===== src/rtl/ctrl_mc_fsm_pkg.sv =====
// Shared definitions for the multicycle control FSM: state encodings, IR field
// constants, ALU op codes, mux select codes and the control word layout.
package ctrl_mc_fsm_pkg;

  localparam int unsigned STATE_W = 4;
  localparam int unsigned FIELD_W = 6;
  localparam int unsigned ALUOP_W = 3;
  localparam int unsigned WAIT_W  = 3;

  typedef enum logic [STATE_W-1:0] {
    ST_RESET       = 4'd0,
    ST_FETCH0      = 4'd1,
    ST_FETCH_WAIT  = 4'd2,
    ST_FETCH_LATCH = 4'd3,
    ST_DECODE      = 4'd4,
    ST_EXEC_R      = 4'd5,
    ST_WB_R        = 4'd6,
    ST_EXEC_I      = 4'd7,
    ST_WB_I        = 4'd8,
    ST_BRANCH      = 4'd9,
    ST_JUMP        = 4'd10
  } state_e;

  localparam logic [FIELD_W-1:0] OP_RTYPE = 6'h00;
  localparam logic [FIELD_W-1:0] OP_ADDI  = 6'h08;
  localparam logic [FIELD_W-1:0] OP_BEQ   = 6'h04;
  localparam logic [FIELD_W-1:0] OP_J     = 6'h02;

  localparam logic [FIELD_W-1:0] FN_ADD = 6'h20;
  localparam logic [FIELD_W-1:0] FN_SUB = 6'h22;
  localparam logic [FIELD_W-1:0] FN_AND = 6'h24;

  localparam logic [ALUOP_W-1:0] ALU_PASS_A = 3'b000;
  localparam logic [ALUOP_W-1:0] ALU_ADD    = 3'b001;
  localparam logic [ALUOP_W-1:0] ALU_SUB    = 3'b010;
  localparam logic [ALUOP_W-1:0] ALU_AND    = 3'b011;

  localparam logic [1:0] SRCB_REG_B   = 2'b00;
  localparam logic [1:0] SRCB_FOUR    = 2'b01;
  localparam logic [1:0] SRCB_IMM     = 2'b10;
  localparam logic [1:0] SRCB_IMM_SH2 = 2'b11;

  localparam logic [1:0] PCSRC_ALU    = 2'b00;
  localparam logic [1:0] PCSRC_ALUOUT = 2'b01;
  localparam logic [1:0] PCSRC_JUMP   = 2'b10;

  // Control word presented to the datapath each cycle
  typedef struct packed {
    logic               mem_read;
    logic               ir_write;
    logic               pc_write;
    logic [1:0]         pc_source;
    logic               alu_src_a;
    logic [1:0]         alu_src_b;
    logic [ALUOP_W-1:0] alu_op;
    logic               alu_out_write;
    logic               reg_dst;
    logic               mem_to_reg;
    logic               reg_write;
  } ctrl_t;

endpackage


===== src/rtl/ctrl_mc_fsm_alu_ctrl.sv =====
// R-type funct decoder: maps funct to an ALU op and flags supported functs.
module ctrl_mc_fsm_alu_ctrl
  import ctrl_mc_fsm_pkg::*;
(
  input  logic [FIELD_W-1:0] funct,
  output logic [ALUOP_W-1:0] alu_op_c,
  output logic               funct_ok_c
);

  always_comb begin
    alu_op_c   = ALU_PASS_A;
    funct_ok_c = 1'b0;
    case (funct)
      FN_ADD: begin alu_op_c = ALU_ADD; funct_ok_c = 1'b1; end
      FN_SUB: begin alu_op_c = ALU_SUB; funct_ok_c = 1'b1; end
      FN_AND: begin alu_op_c = ALU_AND; funct_ok_c = 1'b1; end
      default: ;
    endcase
  end

endmodule


===== src/rtl/ctrl_mc_fsm.sv =====
// Multicycle control FSM: Moore-decoded datapath selects and strobes, with
// PCWrite in BRANCH as the single Mealy term (follows zero).
module ctrl_mc_fsm
  import ctrl_mc_fsm_pkg::*;
#(
  parameter int unsigned MEM_WAIT = 1
) (
  input  logic               clk,
  input  logic               reset,
  input  logic [FIELD_W-1:0] opcode,
  input  logic [FIELD_W-1:0] funct,
  input  logic               zero,
  input  logic               overflow,
  output logic               MemRead,
  output logic               IRWrite,
  output logic               PCWrite,
  output logic [1:0]         PCSource,
  output logic               ALUSrcA,
  output logic [1:0]         ALUSrcB,
  output logic [ALUOP_W-1:0] ALUOp,
  output logic               ALUOutWrite,
  output logic               RegDst,
  output logic               MemToReg,
  output logic               RegWrite,
  output logic [STATE_W-1:0] state
);

  state_e              state_q, state_d;
  logic [WAIT_W-1:0]   wait_q, wait_d;
  ctrl_t               ctrl_c;
  logic [ALUOP_W-1:0]  r_alu_op_c;
  logic                r_funct_ok_c;

  ctrl_mc_fsm_alu_ctrl u_alu_ctrl (
    .funct      (funct),
    .alu_op_c   (r_alu_op_c),
    .funct_ok_c (r_funct_ok_c)
  );

  always_ff @(posedge clk or posedge reset) begin
    if (reset) begin
      state_q <= ST_RESET;
      wait_q  <= '0;
    end else begin
      state_q <= state_d;
      wait_q  <= wait_d;
    end
  end

  always_comb begin
    state_d = state_q;
    wait_d  = wait_q;
    ctrl_c  = '0;
    case (state_q)
      ST_RESET: state_d = ST_FETCH0;
      ST_FETCH0: begin
        ctrl_c.mem_read = 1'b1;
        wait_d          = WAIT_W'(MEM_WAIT);
        state_d         = (MEM_WAIT > 0) ? ST_FETCH_WAIT : ST_FETCH_LATCH;
      end
      // Counter was loaded with MEM_WAIT, so exit on 1 gives MEM_WAIT cycles here
      ST_FETCH_WAIT: begin
        ctrl_c.mem_read = 1'b1;
        wait_d          = wait_q - WAIT_W'(1);
        if (wait_q <= WAIT_W'(1)) state_d = ST_FETCH_LATCH;
      end
      ST_FETCH_LATCH: begin
        ctrl_c.mem_read  = 1'b1;
        ctrl_c.ir_write  = 1'b1;
        ctrl_c.alu_src_b = SRCB_FOUR;
        ctrl_c.alu_op    = ALU_ADD;
        ctrl_c.pc_source = PCSRC_ALU;
        ctrl_c.pc_write  = 1'b1;
        state_d          = ST_DECODE;
      end
      ST_DECODE: begin
        ctrl_c.alu_src_b     = SRCB_IMM_SH2;
        ctrl_c.alu_op        = ALU_ADD;
        ctrl_c.alu_out_write = 1'b1;
        case (opcode)
          OP_RTYPE: state_d = r_funct_ok_c ? ST_EXEC_R : ST_FETCH0;
          OP_ADDI:  state_d = ST_EXEC_I;
          OP_BEQ:   state_d = ST_BRANCH;
          OP_J:     state_d = ST_JUMP;
          default:  state_d = ST_FETCH0;
        endcase
      end
      // AND cannot overflow; ADD/SUB overflow drops the write-back
      ST_EXEC_R: begin
        ctrl_c.alu_src_a     = 1'b1;
        ctrl_c.alu_src_b     = SRCB_REG_B;
        ctrl_c.alu_op        = r_alu_op_c;
        ctrl_c.alu_out_write = 1'b1;
        state_d = (overflow && (r_alu_op_c != ALU_AND)) ? ST_FETCH0 : ST_WB_R;
      end
      ST_WB_R: begin
        ctrl_c.reg_dst   = 1'b1;
        ctrl_c.reg_write = 1'b1;
        state_d          = ST_FETCH0;
      end
      ST_EXEC_I: begin
        ctrl_c.alu_src_a     = 1'b1;
        ctrl_c.alu_src_b     = SRCB_IMM;
        ctrl_c.alu_op        = ALU_ADD;
        ctrl_c.alu_out_write = 1'b1;
        state_d = overflow ? ST_FETCH0 : ST_WB_I;
      end
      ST_WB_I: begin
        ctrl_c.reg_write = 1'b1;
        state_d          = ST_FETCH0;
      end
      ST_BRANCH: begin
        ctrl_c.alu_src_a = 1'b1;
        ctrl_c.alu_src_b = SRCB_REG_B;
        ctrl_c.alu_op    = ALU_SUB;
        ctrl_c.pc_source = PCSRC_ALUOUT;
        ctrl_c.pc_write  = zero;
        state_d          = ST_FETCH0;
      end
      ST_JUMP: begin
        ctrl_c.pc_source = PCSRC_JUMP;
        ctrl_c.pc_write  = 1'b1;
        state_d          = ST_FETCH0;
      end
      default: state_d = ST_FETCH0;
    endcase
  end

  assign MemRead     = ctrl_c.mem_read;
  assign IRWrite     = ctrl_c.ir_write;
  assign PCWrite     = ctrl_c.pc_write;
  assign PCSource    = ctrl_c.pc_source;
  assign ALUSrcA     = ctrl_c.alu_src_a;
  assign ALUSrcB     = ctrl_c.alu_src_b;
  assign ALUOp       = ctrl_c.alu_op;
  assign ALUOutWrite = ctrl_c.alu_out_write;
  assign RegDst      = ctrl_c.reg_dst;
  assign MemToReg    = ctrl_c.mem_to_reg;
  assign RegWrite    = ctrl_c.reg_write;
  assign state       = state_q;

endmodule


===== config.mk =====
export PLATFORM = sky130hd
export DESIGN_NAME = ctrl_mc_fsm
export DESIGN_NICKNAME = d
export VERILOG_FILES = /design/src/rtl/ctrl_mc_fsm_pkg.sv /design/src/rtl/ctrl_mc_fsm_alu_ctrl.sv /design/src/rtl/ctrl_mc_fsm.sv
export SDC_FILE = /design/constraint.sdc
export NUM_CORES = 1
export LEC_CHECK = 0
export CAP_MARGIN = 15
export CORE_UTILIZATION = 35
export DETAILED_ROUTE_END_ITERATION = 10
export GPL_ROUTABILITY_DRIVEN = 0
export HOLD_SLACK_MARGIN = 0.03
export PLACE_DENSITY = 0.85
export SETUP_SLACK_MARGIN = 0.2
export SLEW_MARGIN = 40
export SYNTH_ARGS = -nofsm -noshare
export SYNTH_HDL_FRONTEND = slang
export SYNTH_SLANG_ARGS = --single-unit

===== constraint.sdc =====
create_clock -name clk -period 1.35 [get_ports clk]
set_input_delay 0.27 -clock clk [delete_from_list [all_inputs] [get_ports clk]]
set_output_delay 0.27 -clock clk [all_outputs]
set_load 0.02 [all_outputs]

==> reports/metrics.cfg, run 1 <==
[synth]
synth_area_leaders=dfrtp_1, a21oi_1, nor2_1
ys_ff_latch=7
yosysWarnings=0
synth-edff-count=0
syn_area_um2=689
post-synth-top-area-fraction=0.254
yosys.area.top_type=dfrtp_1
synth_cell_type_count=35
synthCells=92
synth_seq_area_share=0.254
async_flop_share=1.00
yosys_most_used_dff=dfrtp_1
syn_area_per_cell_um2=7.49

[clock_network]
cts_made_buffers=3
hold_buffers=0
root_buffer=clkbuf_4
cts.htree.levels=1
cts.sinks=7
cts.path.max_buffers=2

[sta]
worstEndpointGrtRepair=ALUOp[1]
endpoint_type=output port

[place]
hpwlAfterDp_um=2060
placed_cells=175
port_buffers=32

[outcome]
status=stopped before the end
error_line=[ERROR DPL-0038] Utilization greater than 100%, impossible to legalize
haltStage=global routing (5_1_grt)

[floorplan]
die_height_um=46.4
initial_core_util=0.387
ios=35
rows=15
chipWidth_um=46.4

[global_routing]
grt_max_degree=9

## metrics by stage
step	area (µm²)	setup slack (ns)
floorplan	922	-0.212
global placement	1430	-1.05
detailed placement	1430	-1.06
CTS	1690	-0.355
## Yosys cell counts, types with 2 or more instances
| cell type | number |
|---|---|
| nor3_1 | 6 |
| nand2_1 | 5 |
| o21ai_0 | 5 |
| a21oi_1 | 8 |
| buf_4 | 2 |
| or2_2 | 3 |
| nor2b_1 | 3 |
| a211oi_1 | 2 |
| dfrtp_1 | 7 |
| o22a_1 | 3 |
| nor2_1 | 10 |
| nand3_1 | 3 |
| inv_1 | 6 |
| clkbuf_1 | 4 |
| ha_1 | 2 |
| nor4_1 | 2 |
| nand2b_1 | 3 |
## kinds of logic after synthesis
logic type / after synthesis / share of synthesized area
buffers and inverters: 13 / 0.0835
adders and majority gates: 2 / 0.0363
DFF: 7 / 0.254
AOI/OAI and AO/OA: 27 / 0.260
other: 1 / 0.00544
xor gates and xnor gates: 2 / 0.0254
and+or+nand+nor: 40 / 0.336
## timing repair
action	in CTS
setup endpoints to repair	24
pin swaps	23
gates resized for setup	163
buffers inserted	12
==> run 2: changes to the inputs <==
--- a/config.mk
+++ b/config.mk
@@ -6,12 +6,11 @@
 export NUM_CORES = 1
 export LEC_CHECK = 0
 export CAP_MARGIN = 15
-export CORE_UTILIZATION = 35
+export CORE_AREA = 2 2 63 65
 export DETAILED_ROUTE_END_ITERATION = 10
+export DIE_AREA = 0 0 65 67
 export GPL_ROUTABILITY_DRIVEN = 0
-export HOLD_SLACK_MARGIN = 0.03
-export PLACE_DENSITY = 0.85
-export SETUP_SLACK_MARGIN = 0.2
+export PLACE_DENSITY_LB_ADDON = 0.15
 export SLEW_MARGIN = 40
 export SYNTH_ARGS = -nofsm -noshare
 export SYNTH_HDL_FRONTEND = slang
==> constraint.sdc (replaced) <==
create_clock -name clk -period 1.75 [get_ports clk]
set_input_delay 0.35 -clock clk [delete_from_list [all_inputs] [get_ports clk]]
set_output_delay 0.35 -clock clk [all_outputs]
set_load 0.02 [all_outputs]
==> run 2 against run 1 <==
  * The flow now finishes, with violations (setup timing)
  * Synthesized area unchanged
  * Synthesized cell count stayed put
==> reports/metrics.cfg, run 2 <==
[sta]
worst_slack_ns=-0.0720
clock_skew_ns=0.00509
hold_viol=0
period_share=1.04
setup-violations-final=3
rsz0062_at_grt=true
period_needed_ns=1.82
maxSlewViolCount=0
tns_ns=-0.156
max_freq_mhz=549

[synth]
syn_area_um2=689  ; unchanged
yosys_most_used_dff=dfrtp_1
yosysWarnings=0  ; unchanged
synth-edff-count=0  ; unchanged
async_flop_share=1.00  ; unchanged
post-synth-top-area-fraction=0.254  ; unchanged
yosys.area.top_type=dfrtp_1
netlist_top_cells_count=nor2_1, a21oi_1, dfrtp_1
ys_ff_latch=7  ; unchanged
syn_area_per_cell_um2=7.49  ; unchanged
synth_cell_type_count=35  ; unchanged
synth_seq_area_share=0.254  ; unchanged
synthCells=92  ; unchanged
synth_most_common_cell=nor2_1
synth_area_leaders=dfrtp_1, a21oi_1, nor2_1

[routing]
wl_per_cell_um=13.1
drc_errors=0
ant_nets=0
routed_wl_um=2650
num_vias=895
avgViaCountPerCell=4.43
dr.pass1.iters=4
dr.first_iter.drc_count=6

[floorplan]
ios=35  ; unchanged
die_area_um2=4360
initial_core_util=0.191  ; -0.195
fp.coreArea_um2=3610
chipWidth_um=65  ; +40%
rows=22  ; +7
die_height_um=67  ; +44%

[global_routing]
grt_overflow=0
grt_pass1_wl_um=4320
grt_usage=0.133
grt_max_degree=10
grt_pass1_vias=949
antenna_found_initial=0

[place]
placed_cells=196  ; +12%
dpl_cell_area_um2=1290  ; -10%
hpwlAfterDp_um=2140  ; +4.0%
port_buffers=32  ; unchanged

[outcome]
violations=setup timing
status=complete, but fails checks

[finish]
final_cell_mix=buf_4, nor2_1, buf_2
areaGrowthSynthToFinish_pct=101
layout-drive-gt1-share=0.519
instances_no_fill=202
layout_commonest_cell=buf_4
diodes=0
stdcell_area_um2=1380
utilization=0.384
largest_reg_flops=4
nets=173

[setup_path]
crit_fanout=3
end_kind=output pin
critPathMaxStageDelay_ns=0.55
crit_chain=buf_6 -> or4b_4 -> o21ai_2 -> a21oi_2 -> nor3_2 -> buf_4
critical_path_depth=6
crit_family=simple AND/OR/NAND/NOR gates
reg2regPathDepth=6
worstPathArrival_ns=1.47
crit_slowest_cell=or4b_4
cp-start-kind=input port
critical_path_class=in -> out
worstPathRequired_ns=1.40
crit_buf_inv=2

[clock_network]
cts.sinks=7  ; unchanged
cts_made_buffers=3  ; unchanged
clock_latency_ns=0.23
cts_tree=yes
cts.htree.levels=1  ; unchanged
cts.path.max_buffers=2  ; unchanged
clk_pin_slew_ns=0.04
root_buffer=clkbuf_8

[power_and_ir_drop]
cellLeakagePower_nw=0.669
cellPowerDensity_nw_per_um2=1620
vdd_ir_drop_max_mv=0.643

[flow_run]
maxCapViolations=0

[worst_hold_path]
worstHoldPathType=in -> async

==> run 2: cell counts after synthesis <==
Identical to the previous run, type by type.
==> run 2: layout make-up <==
class / instances / area [µm²]
multi-input cells: 73 / 557
well taps: 48 / 60.1
inverters: 6 / 22.5
flip-flops and latches: 7 / 178
clock buffers: 4 / 45.0
repair buffers: 64 / 522
fillers: 400 / 2220
==> run 2: cell families (layout without fill, tap and decap cells) <==
kind of cell / Yosys count / after routing / share of synthesized area
AND/OR/NAND/NOR: 40 / 40 / 0.336
AO/OA/AOI/OAI: 27 / 27 / 0.260
buffers and inverters: 13 / 74 / 0.0835
adder cells (fa/ha/maj): 2 / 2 / 0.0363
flip-flops: 7 / 7 / 0.254
other: 1 / 2 / 0.00544
XOR/XNOR: 2 / 2 / 0.0254
==> run 2: final timing paths <==
kind | from | endpoint | slack [ns]
worst max-delay path | funct[3] | ALUOp[0] | -0.07
worst min-delay path | reset | wait_q[1]$_DFFE_PP0P_ | 0.36
worst max register to register | state[1]$_DFFE_PP0P_ | state[2]$_DFFE_PP0P_ | 0.14
worst min register to register | wait_q[0]$_DFFE_PP0P_ | wait_q[0]$_DFFE_PP0P_ | 0.55
max in group asynchronous | reset | state[2]$_DFFE_PP0P_ | 1.14
min in group clk | opcode[4] | state[3]$_DFFE_PP0P_ | 0.53
==> run 2: report_power, final <==
| part | switching, mW | internal, mW |
|---|---|---|
| sequential | 0.0829 | 0.228 |
| combinational | 0.869 | 0.826 |
| clock | 0.0723 | 0.158 |
==> run 2: metal layers <==
metal | GRT usage | share of wire | up-vias
li1 | - | - | 451
met1 | 0.151 | 0.42 | 413
met2 | 0.242 | 0.53 | 29
met3 | 0.0203 | 0.047 | 2
met4 | 0.0638 | 0.0060 | 0
met5 | 0 | 0 | -
==> run 2: what timing repair did <==
item | in CTS | in global routing
hold buffers | 0 | 0
setup endpoints to repair | 19 | 14
pin swaps | 7 | 9
buffers inserted | 0 | 2
resized for setup | 87 | 20
==> run 2: through the flow <==
| step | total power, mW | hold WS (ns) | worst slack (ns) |
|---|---|---|---|
| after floorplan | 1.11 | 0.153 | -0.0547 |
| after global placement | 1.94 | 0.536 | -0.876 |
| after detailed placement | 1.95 | 0.547 | -0.877 |
| after CTS | 2.16 | 0.377 | -0.152 |
| after global routing | 2.41 | 0.413 | -0.166 |
| final | 2.24 | 0.363 | -0.0720 |
Note: power is estimated with default switching activity, not from simulation.
